`src/rtl/ifu_prefetch.sv`:
```
// Instruction prefetch unit: issues sequential fetches, tracks in-flight requests,
// buffers returned words with their PCs, and discards stale responses after a redirect.
module ifu_prefetch #(
  parameter int unsigned     XLEN      = 32,
  parameter logic [XLEN-1:0] RESET_VEC = '0,
  parameter int unsigned     DEPTH     = 4
) (
  input  logic            i_clk,
  input  logic            rst,
  output logic            o_mem_req,
  output logic [XLEN-1:0] o_mem_addr,
  input  logic            i_mem_gnt,
  input  logic            i_mem_rvalid,
  input  logic [31:0]     i_mem_rdata,
  input  logic            i_redirect,
  input  logic [XLEN-1:0] i_redirect_pc,
  output logic            o_insn_vld,
  output logic [31:0]     o_insn,
  output logic [XLEN-1:0] o_insn_pc,
  input  logic            i_insn_rdy,
  output logic [XLEN-1:0] o_pc_debug,
  output logic            o_err
);
  localparam int unsigned AW = $clog2(DEPTH);
  localparam int unsigned CW = AW + 1;

  typedef struct packed {
    logic [XLEN-1:0] pc;
    logic [31:0]     insn;
  } ent_t;

  logic [XLEN-1:0] pc_q, pc_d;
  logic [CW-1:0]   inflt_q, inflt_d;
  logic [CW-1:0]   drop_q, drop_d;
  logic [CW-1:0]   bcnt_q, bcnt_d;
  logic [AW-1:0]   bhd_q, bhd_d, btl_q, btl_d;
  logic [AW-1:0]   qhd_q, qhd_d, qtl_q, qtl_d;
  logic            err_q, err_d;

  ent_t            buf_mem [DEPTH];
  logic [XLEN-1:0] pcq_mem [DEPTH];

  logic [CW:0]     occ;
  logic            fire, rv_acc, rv_keep, pop;
  logic            unused_rpc_lo;

  assign unused_rpc_lo = ^i_redirect_pc[1:0];

  // Buffer space is reserved at request time, so occupancy counts in-flight words too.
  always_comb begin
    occ       = {1'b0, inflt_q} + {1'b0, bcnt_q};
    o_mem_req = rst && (occ < (CW+1)'(DEPTH));
    fire      = o_mem_req && i_mem_gnt;
    rv_acc    = rst && i_mem_rvalid && (inflt_q != '0);
    rv_keep   = rv_acc && !i_redirect && (drop_q == '0);
    pop       = o_insn_vld && i_insn_rdy && !i_redirect;
  end

  always_comb begin
    pc_d = pc_q;
    if (i_redirect)
      pc_d = {i_redirect_pc[XLEN-1:2], 2'b00};
    else if (fire)
      pc_d = pc_q + XLEN'(4);

    inflt_d = inflt_q + CW'(fire) - CW'(rv_acc);

    // Everything still outstanding after a redirect belongs to the old path.
    drop_d = drop_q;
    if (i_redirect)
      drop_d = inflt_d;
    else if (rv_acc && (drop_q != '0))
      drop_d = drop_q - CW'(1);

    err_d = err_q | (i_mem_rvalid && (inflt_q == '0));

    qhd_d  = qhd_q;
    qtl_d  = qtl_q;
    bhd_d  = bhd_q;
    btl_d  = btl_q;
    bcnt_d = bcnt_q;
    if (i_redirect) begin
      qhd_d  = '0;
      qtl_d  = '0;
      bhd_d  = '0;
      btl_d  = '0;
      bcnt_d = '0;
    end else begin
      if (fire)    qtl_d = qtl_q + AW'(1);
      if (rv_keep) qhd_d = qhd_q + AW'(1);
      if (rv_keep) btl_d = btl_q + AW'(1);
      if (pop)     bhd_d = bhd_q + AW'(1);
      bcnt_d = bcnt_q + CW'(rv_keep) - CW'(pop);
    end
  end

  always_ff @(posedge i_clk) begin
    if (!rst) begin
      pc_q    <= RESET_VEC;
      inflt_q <= '0;
      drop_q  <= '0;
      bcnt_q  <= '0;
      bhd_q   <= '0;
      btl_q   <= '0;
      qhd_q   <= '0;
      qtl_q   <= '0;
      err_q   <= 1'b0;
    end else begin
      pc_q    <= pc_d;
      inflt_q <= inflt_d;
      drop_q  <= drop_d;
      bcnt_q  <= bcnt_d;
      bhd_q   <= bhd_d;
      btl_q   <= btl_d;
      qhd_q   <= qhd_d;
      qtl_q   <= qtl_d;
      err_q   <= err_d;
    end
  end

  // Storage needs no reset: pointers and counts qualify every read.
  always_ff @(posedge i_clk) begin
    if (fire && !i_redirect)
      pcq_mem[qtl_q] <= pc_q;
    if (rv_keep)
      buf_mem[btl_q] <= '{pc: pcq_mem[qhd_q], insn: i_mem_rdata};
  end

  assign o_mem_addr = pc_q;
  assign o_pc_debug = pc_q;
  assign o_insn_vld = (bcnt_q != '0);
  assign o_insn     = buf_mem[bhd_q].insn;
  assign o_insn_pc  = buf_mem[bhd_q].pc;
  assign o_err      = err_q;

endmodule

```
`config.mk`:
```
export PLATFORM = sky130hd
export DESIGN_NAME = ifu_prefetch
export DESIGN_NICKNAME = d
export VERILOG_FILES = /design/src/rtl/ifu_prefetch.sv
export SDC_FILE = /design/constraint.sdc
export NUM_CORES = 1
export LEC_CHECK = 0
export ABC_AREA = 1
export CAP_MARGIN = 20
export CORE_MARGIN = 2
export CORE_UTILIZATION = 55
export DETAILED_ROUTE_END_ITERATION = 10
export PLACE_DENSITY = 0.79
export SETUP_SLACK_MARGIN = 0.15
export SLEW_MARGIN = 10
export SYNTH_ARGS = -nofsm -noshare
export SYNTH_HDL_FRONTEND = slang
export SYNTH_SLANG_ARGS = --single-unit
```
`constraint.sdc`:
```
create_clock -name i_clk -period 10.62 [get_ports i_clk]
set_clock_uncertainty 0.2 [all_clocks]
set_input_delay 2.124 -clock i_clk [delete_from_list [all_inputs] [get_ports i_clk]]
set_output_delay 2.124 -clock i_clk [all_outputs]
set_load 0.01 [all_outputs]
```
Yosys cells after proc, flatten, opt, wreduce, memory -nomap -nowiden

Memories as Yosys holds them, arrays and structs flattened. A register that Yosys moved wholly into a read port is not among the register bits.
Index checks and enable logic that the tools add are counted.

Bits of input ports: 70
Output and inout port bits: 131
Memories: 2
Register bits after elaboration: 50
Word-level logic and storage cells: 58
RAM bits: 384

Memories:

| name    | words | width | rd ports | clocked after memory_dff | write ports | RTL line | RTL |
|---|---|---|---|---|---|---|---|
| buf_mem | 4     | 64    | 1        | 1                        | 1           | 40       | `ent_t buf_mem [DEPTH];` |
| pcq_mem | 4     | 32    | 1        | 1                        | 1           | 41       | `logic [XLEN-1:0] pcq_mem [DEPTH];` |

Reductions and logical operators: 20
Order comparisons: 1
Muxes and demuxes: 12
$add $sub $neg: 11
Bitwise operators: 2

Operators by type and width:

| operator                | number |
|---|---|
| $mux W32                | 2 |
| $add A32 B3 Y32 const B | 1 |
| $logic_and A1 B1 Y1     | 11 |
| $reduce_bool A3 Y1      | 3 |
| $add A2 B1 Y2 const B   | 4 |
| $mux W2                 | 4 |
| $add A3 B1 Y3           | 2 |
| $logic_not A3 Y1        | 2 |
| $mux W3                 | 2 |
| $sub A3 B1 Y3           | 2 |
| $add A3 B3 Y4           | 1 |
| $lt A4 B3 Y1 const B    | 1 |
| $mux W1                 | 4 |
| $reduce_bool A2 Y1      | 2 |
| $sub A3 B1 Y3 const B   | 1 |
| $reduce_or A2 Y1        | 1 |
| $logic_not A1 Y1        | 1 |
| $not A1 Y1              | 1 |
| $or A1 B1 Y1            | 1 |

Logic depth before layout (Yosys ltp)

Gate-level depths: netlist of run 1.

Depth after elaboration: 7
Gate-level depth with buffers: 14
Depth with buffers taken out: 14

Worst setup path before layout of run 1

No wires, ideal clock.

Path type: input -> register
From: in rst
To: mem buf_mem[0][0] (netlist bit) (enable)
Path buffers: 2
Cell stages on the path: 6
Path slack: 4,609 ps
Setup time: 482 ps
Data arrival time: 5,329 ps
Cell sequence: buf_6 nand2_1 a21oi_2 nand3_1 buf_2 nor2_1

Cells in the longest elaborated chain, start to end: 6

RTL lines:

| what                             | RTL line | RTL |
|---|---|---|
| start: declaration               | 9        | `input logic rst,` |
| $logic_and A1 B1 Y1 (2 in a row) | 54       | `rv_acc = rst && i_mem_rvalid && (inflt_q != '0);` |
| $logic_and A1 B1 Y1 (2 in a row) | 55       | `rv_keep = rv_acc && !i_redirect && (drop_q == '0);` |
| $mux W1                          | 125      | `if (rv_keep)` |
| $mux W1 (implied by the code)    | 126      | `buf_mem[btl_q] <= '{pc: pcq_mem[qhd_q], insn: i_mem_rdata};` |
| end: declaration                 | 40       |  |

Every way passes these cells.

Worst setup path in the final report of run 1

From: in rst
To: out o_mem_req

Cells in the longest elaborated chain, start to end: 1

RTL lines:

| what                | RTL line | RTL |
|---|---|---|
| $logic_and A1 B1 Y1 | 52       | `o_mem_req = rst && (occ < (CW+1)'(DEPTH));` |
| end: declaration    | 10       | `output logic o_mem_req,` |

Every way passes these cells.

==> key figures, run 1 <==
Run status
  – Status: complete, no violations

Min path
  – Hold Path Origin: bhd_q[1]$_SDFFE_PP0P_
  – Hold path depth: 2
  – Hold Crit Class: reg -> reg

Synthesis
  – Most area-consuming cells after synthesis: edfxtp_1, o21ai_0, dfxtp_1, nor2_1, o22ai_1
  – Synth area leader: edfxtp_1
  – Yosys cell types: 31
  – Synth Cell Area: roughly 17000 um2
  – Synth Area per Inst: about 12 um2
  – Post-synth top area share: between 60 and 70%
  – Register area share after synthesis: a little over two thirds
  – Synth Instances: 1457
  – Seq cells post-synth: 420
  – Yosys warnings: 0

Timing
  – RSZ-0062 raised after global routing: false
  – Fin crit period: 6.04 ns
  – Fmax: 166 MHz
  – Final Max Tran Viols: 0
  – Tcrit/Tclk final: 56.9%
  – Count of final hold-check violations: 0
  – Worst-margin pin slew: 1.08 ns
  – Final-report setup violation count: 0
  – Setup tns final: 0 ns
  – Tightest hold margin: 0.262 ns
  – Slew Limit Headroom: between 20% and 30%

Cells and area
  – Share of cells above drive strength 1: under 10%
  – Nets@finish: around 1700
  – Most frequent cells in the layout: edfxtp_1, nor2_1, o21ai_0, clkdlybuf4s50_1, nand2_1
  – Area growth syn-to-layout: 19.2%
  – Utilization after layout: between 60 and 70%
  – Cell Count, Final, Fillers Out: between 2000 and 2500
  – # diodes: 0
  – Most common cell after layout, fill and taps aside: edfxtp_1

Setup path
  – Required @ worst endpoint: about 8.3 ns
  – CP top delay family: buffers and inverters
  – Crit start category: input port
  – Reg2reg start: inflt_q[2]$_SDFF_PN0_
  – Worst-case reg-to-reg path depth: 8
  – Crit Path Class: in -> out
  – Critical Path, Cell by Cell: clkdlybuf4s50_1, nand2_2, nor2_4, and2_1, clkdlybuf4s50_1
  – CP Depth: 5
  – Critical R2R Capture: pcq_mem[0][29]$_DFFE_PP_
  – R2r setup slk: 7.22 ns
  – Worst Path Max Fanout: 10
  – Slowest CP cell: clkdlybuf4s50_1
  – Worst path max stage delay: about 0.68 ns
  – Crit. End Element: output port
  – CP most frequent cell: clkdlybuf4s50_1
  – Buffers & Inverters on Critical Path: 2
  – Crit path DAT: about 3.7 ns

Clock network
  – Deepest clock path buffer count: 3
  – Inserted Clock Buffers: between 40 and 50
  – Worst skew pair latency: between 0.5 and 0.6 ns
  – Setup bufs post-CTS: 0
  – H-tree Lvls: 2
  – CTS tree: done
  – Post-cts sizing count: 0
  – Root buf cell: clkbuf_16
  – Clock transition at the registers of the reported paths: 0.06 ns
  – Hold Buf Count CTS: 0
  – CTS Sinks: 420

Route
  – DR DRC count: 0
  – Initial DRC Count: approximately 1000
  – Antenna Violating Nets Remaining: 0
  – DRT Wirelength: 35900 um
  – WL/cell: approximately 18 um
  – DR vias: ~11000
  – Via density: about 5.6
  – 1st-pass router iterations: 6

Floorplan
  – IO Pins: ~200
  – Rows: between 60 and 70
  – Initial Utilization: 55.9%
  – Die area: 32500 um2
  – Die height: 180 um
  – Die X: 180 um
  – Core Region: 30600 um2

Placed design
  – Post-detail-place hpwl: approximately 20000 um
  – Port Buf Inserts: 192
  – Placed cells: roughly 2000
  – Routability-driven placement congestion ratio: 0.866

Global routing
  – Tot GR Track Use: approximately 22%
  – Grt ovf: 0
  – First-pass GRT wire length: 56400 um
  – Initial antenna violation count: 0
  – Largest net degree at the start of global routing: around 130
  – Number of global-route vias before repair: between 10000 and 15000

Power
  – Logic pwr share: about 6.8%
  – Leakage: around 7.0 nW
  – Sequential share of power: between 50% and 60%
  – Internal cell power: between 0.002 and 0.003 W
  – Clock power share: around 39%
  – Pwr Total: about 0.0035 W
  – P_sw: ~0.00075 W
  – Sw frac: between 20% and 30%
  – Worst IR Drop VDD: 0.000139 V
  – PD cells: roughly 170 nW/um2

Flow run
  – Max Cap Violations: 0
## how the worst max path moves through the flow
stage / end / from / slack, ns
final: o_mem_req / rst / 4.58
after global routing: o_mem_req / rst / 4.53
after CTS: o_mem_req / rst / 4.58
after detailed placement: o_mem_req / rst / 4.59
after global placement: o_mem_req / rst / 4.62
after floorplan: buf_mem[0][0]$_DFFE_PP_ / rst / 4.61
## power by group through the flow
stage	registers, W	logic [W]	clock network (W)
3_3_place_gp	0.00190	0.000230	0
3_5_place_dp	0.00190	0.000236	0
4_1_cts	0.00187	0.000238	0.00138
5_1_grt	0.00187	0.000262	0.00145
6_report	0.00187	0.000237	0.00136
2_1_floorplan	0.00190	0.000130	0
## sequential cells by signal, indices dropped and copies added, names as in the netlist, named ones only
signal,count
inflt_q,3
o_err,1
o_mem_addr,30
qtl_q,2
bcnt_q,3
bhd_q,2
btl_q,2
qhd_q,2
drop_q,3
pcq_mem,120
buf_mem,248
## layout make-up
type | instances | area [um2]
clock buffers | 51 | 1080
inverters | 93 | 350
flip-flops and latches | 420 | 12100
fillers | 2127 | 10200
repair buffers | 204 | 2030
well taps | 396 | 495
clock inverters | 24 | 181
multi-input cells | 840 | 4150
## Yosys cell counts
cell and count:
a21oi_1 33, a21oi_2 1, a31oi_1 8, and2_1 1
buf_1 4, buf_2 13, buf_4 39, buf_6 2
clkbuf_1 51, conb_1 1, dfxtp_1 52, edfxtp_1 368
fa_1 2, ha_1 17, inv_1 93, nand2_1 151
nand2_2 4, nand3_1 24, nand3_4 1, nand3b_1 1
nor2_1 252, nor2_2 3, nor2_4 3, nor3_1 1
nor3b_1 1, o21ai_0 219, o21ai_1 1, o22ai_1 92
or2_2 1, xnor2_1 5, xor2_1 13
## worst reg2reg max path, stage by stage (launching register included)
cell,delay [ns]
dfxtp_1,0.34
ha_1,0.29
inv_1,0.05
nand2_1,0.08
nor2_4,0.11
nand3_4,0.13
nor2_4,0.59
inv_1,0.35
nor2_4,0.83
## layer usage
metal	wire length [um]	global-route usage, %	vias to the layer above
met2	17700	37.6	506
met3	2770	3.21	58
met5	0	0	-
li1	-	-	5387
met4	681	6.16	0
met1	14700	28.4	5457
## stage by stage
step	setup slack (ns)	instance area [um2]
final	4.58	20400
after detailed placement	4.59	19100
after global placement	4.62	19100
after global routing	4.53	20400
after floorplan	4.61	17100
after CTS	4.58	20400
## cell families (layout without fill, tap and decap cells)
kind of cell / Yosys count / count (layout) / synth area share [%]
other: 1 / 6 / 0.0219
DFF: 420 / 420 / 70.7
and+or+nand+nor: 443 / 443 / 10.3
xor gates and xnor gates: 18 / 18 / 0.922
adders and majority gates: 19 / 19 / 1.48
AOI/OAI and AO/OA: 354 / 354 / 11.1
buffers and inverters: 202 / 372 / 5.47
Power figures use the tool's default switching activity.
==> inputs of run 2 (changes only) <==
- clock period: 10.62 -> 5.7 ns (I/O delays scaled with it)
==> key figures, run 2 (same netlist as run 1, synthesis figures left out) <==
Run status
  – Status: complete, no violations

Route
  – DR DRC count: 0 (unchanged)
  – Antenna Violating Nets Remaining: 0 (unchanged)
  – 1st-pass router iterations: 5 (-1)
  – DR vias: 11295 (-0.99%)
  – Via density: 5.56 (-1.1%)
  – Initial DRC Count: 821 (-20%)
  – DRT Wirelength: 35100 um (-2.1%)
  – WL/cell: 17.3 um (-2.2%)

Clock network
  – Setup bufs post-CTS: 0 (unchanged)
  – Worst skew pair latency: 0.53 ns (about the same)
  – Inserted Clock Buffers: 41 (-2.4%)
  – CTS Sinks: 420 (unchanged)
  – H-tree Lvls: 2 (unchanged)
  – Root buf cell: clkbuf_16
  – CTS tree: done
  – Clock transition at the registers of the reported paths: 0.06 ns (about the same)
  – Deepest clock path buffer count: 3 (unchanged)
  – Hold Buf Count CTS: 0 (unchanged)
  – Post-cts sizing count: 0 (unchanged)

Global routing
  – Initial antenna violation count: 0 (unchanged)
  – Number of global-route vias before repair: 11165 (+0.34%)
  – Largest net degree at the start of global routing: 103 (-18%)
  – Tot GR Track Use: 21.2% (-0.42 points)
  – First-pass GRT wire length: 55100 um (-2.3%)
  – Grt ovf: 0 (unchanged)

Cells and area
  – Most frequent cells in the layout: edfxtp_1, nor2_1, o21ai_0, clkdlybuf4s50_1, nand2_1
  – Cell Count, Final, Fillers Out: 2030 (+0.099%)
  – Nets@finish: 1693 (+0.18%)
  – Share of cells above drive strength 1: 6.06% (+0.30 points)
  – Most common cell after layout, fill and taps aside: edfxtp_1
  – Max reg flops: 248 (unchanged)
  – # diodes: 0 (unchanged)
  – Reg with most FFs: buf_mem
  – Area growth syn-to-layout: 19.4%

Power
  – Internal cell power: 0.00514 W (+89%)
  – Pwr Total: 0.00651 W (+88%)
  – Worst IR Drop VDD: 0.000220 V (+58%)
  – Leakage: 6.99 nW (+0.45%)
  – Sw frac: 21.1% (-0.41 points)
  – PD cells: 319 nW/um2 (+88%)
  – Logic pwr share: 6.7% (about the same)
  – P_sw: 0.00137 W (+84%)
  – Sequential share of power: 53.5% (-0.4 points)
  – Clock power share: 39.8% (+0.6 points)

Placed design
  – Port Buf Inserts: 192 (unchanged)
  – Placed cells: 1957 (+0.26%)
  – Post-detail-place hpwl: 20400 um (+1.4%)
  – Worst slack, placed: 1.18 ns (-3.42 ns)
  – Routability-driven placement congestion ratio: 0.853 (-1.5%)

Floorplan
  – Die height: 180 um (unchanged)
  – Core Region: 30600 um2 (unchanged)
  – Die area: 32500 um2 (unchanged)
  – IO Pins: 201 (unchanged)
  – Die X: 180 um (unchanged)
  – Initial Utilization: 55.9% (unchanged)
  – Rows: 64 (unchanged)

Setup path
  – Worst Path Max Fanout: 67 (+57)
  – Slowest CP cell: clkinv_2
  – Crit path DAT: 3.01 ns (-0.71 ns)
  – CP top delay family: buffers and inverters
  – Crit. End Element: output port
  – Crit start category: flip-flop
  – Crit Path Class: reg -> out
  – Required @ worst endpoint: 4.36 ns (-3.94 ns)
  – Buffers & Inverters on Critical Path: 3 (+1)
  – Worst path max stage delay: 0.65 ns (-0.03 ns)
  – Critical Path, Cell by Cell: clkinv_2, buf_12, o21ai_0, o22ai_1, clkdlybuf4s50_1

Timing
  – Tcrit/Tclk final: about three quarters
  – Final Max Tran Viols: 0 (unchanged)
  – Final WS setup: 1.35 ns (-3.23 ns)
  – Slew Limit Headroom: 28.8% (+0.95 points)
  – Fmax: ~230 MHz
  – Tightest hold margin: 0.264 ns (+0.00189 ns)
  – Worst-margin pin slew: 1.07 ns (-0.0143 ns)
  – Setup tns final: 0 ns (unchanged)
  – Final-report setup violation count: 0 (unchanged)
  – Fin crit period: ~4.3 ns
  – RSZ-0062 raised after global routing: false
  – Count of final hold-check violations: 0 (unchanged)

Flow run
  – Max Cap Violations: 0 (unchanged)

Min path
  – Hold Crit Class: reg -> reg
## run 2: changes by cell type in the layout (fill, tap and decap cells not counted), sizes merged
cell    before  now
bufinv       2    3
buf         12   16
clkbuf      51   53
clkinv      22   17
## run 2: path summary, 6_finish.rpt
check | to | cells after the start | slack [ns] | startpoint
hold / removal | flip-flop | 2 | 0.26 | bhd_q[1]$_SDFFE_PP0P_
hold reg to reg | flip-flop | 2 | 0.26 | bhd_q[1]$_SDFFE_PP0P_
setup / recovery | o_insn[0] | 5 | 1.35 | flip-flop
setup reg to reg | bcnt_q[2]$_SDFF_PP0_ | 12 | 2.63 | drop_q[0]$_SDFFE_PN0P_
## run 2: metrics by stage
stage	util (%)	area, um2
finish	66.8	20400
floorplan	-	17100
detailed placement	62.5	19100
CTS	66.8	20400
global route	66.8	20400
global placement	62.5	19100
## run 2: power groups by stage
| stage | clock network, W | registers [W] | logic (W) |
|---|---|---|---|
| 4_1_cts | 0.00264 | 0.00348 | 0.000442 |
| 3_3_place_gp | 0 | 0.00354 | 0.000428 |
| 2_1_floorplan | 0 | 0.00354 | 0.000242 |
| 5_1_grt | 0.00276 | 0.00349 | 0.000484 |
| 3_5_place_dp | 0 | 0.00355 | 0.000438 |
| 6_report | 0.00259 | 0.00348 | 0.000439 |
## run 2: area by class of cell
cell class,count,area (um2)
Multi-Input combinational cell,840,4130
Sequential cell,420,12100
Inverter,93,350
Clock buffer,53,1110
Fill cell,2178,10200
Clock inverter,20,176
Tap cell,396,495
Timing Repair Buffer,208,2050
## run 2: layer usage
layer,up-vias,part of all wire (%),GRT usage (%)
met1,5355,41,27.8
met4,0,2.8,7.52
met5,-,0,0
met3,84,7.8,3.66
li1,5384,-,-
met2,472,48,35.9
## run 2: worst register-to-register path: cells and delay by family, from the launching register on
kind | cells | cell delay [ns]
xor+xnor | 1 | 0.18
buf+inv | 3 | 0.16
fa+ha+maj | 4 | 1.25
simple gates | 2 | 0.66
compound gates | 2 | 0.20
flops | 1 | 0.32
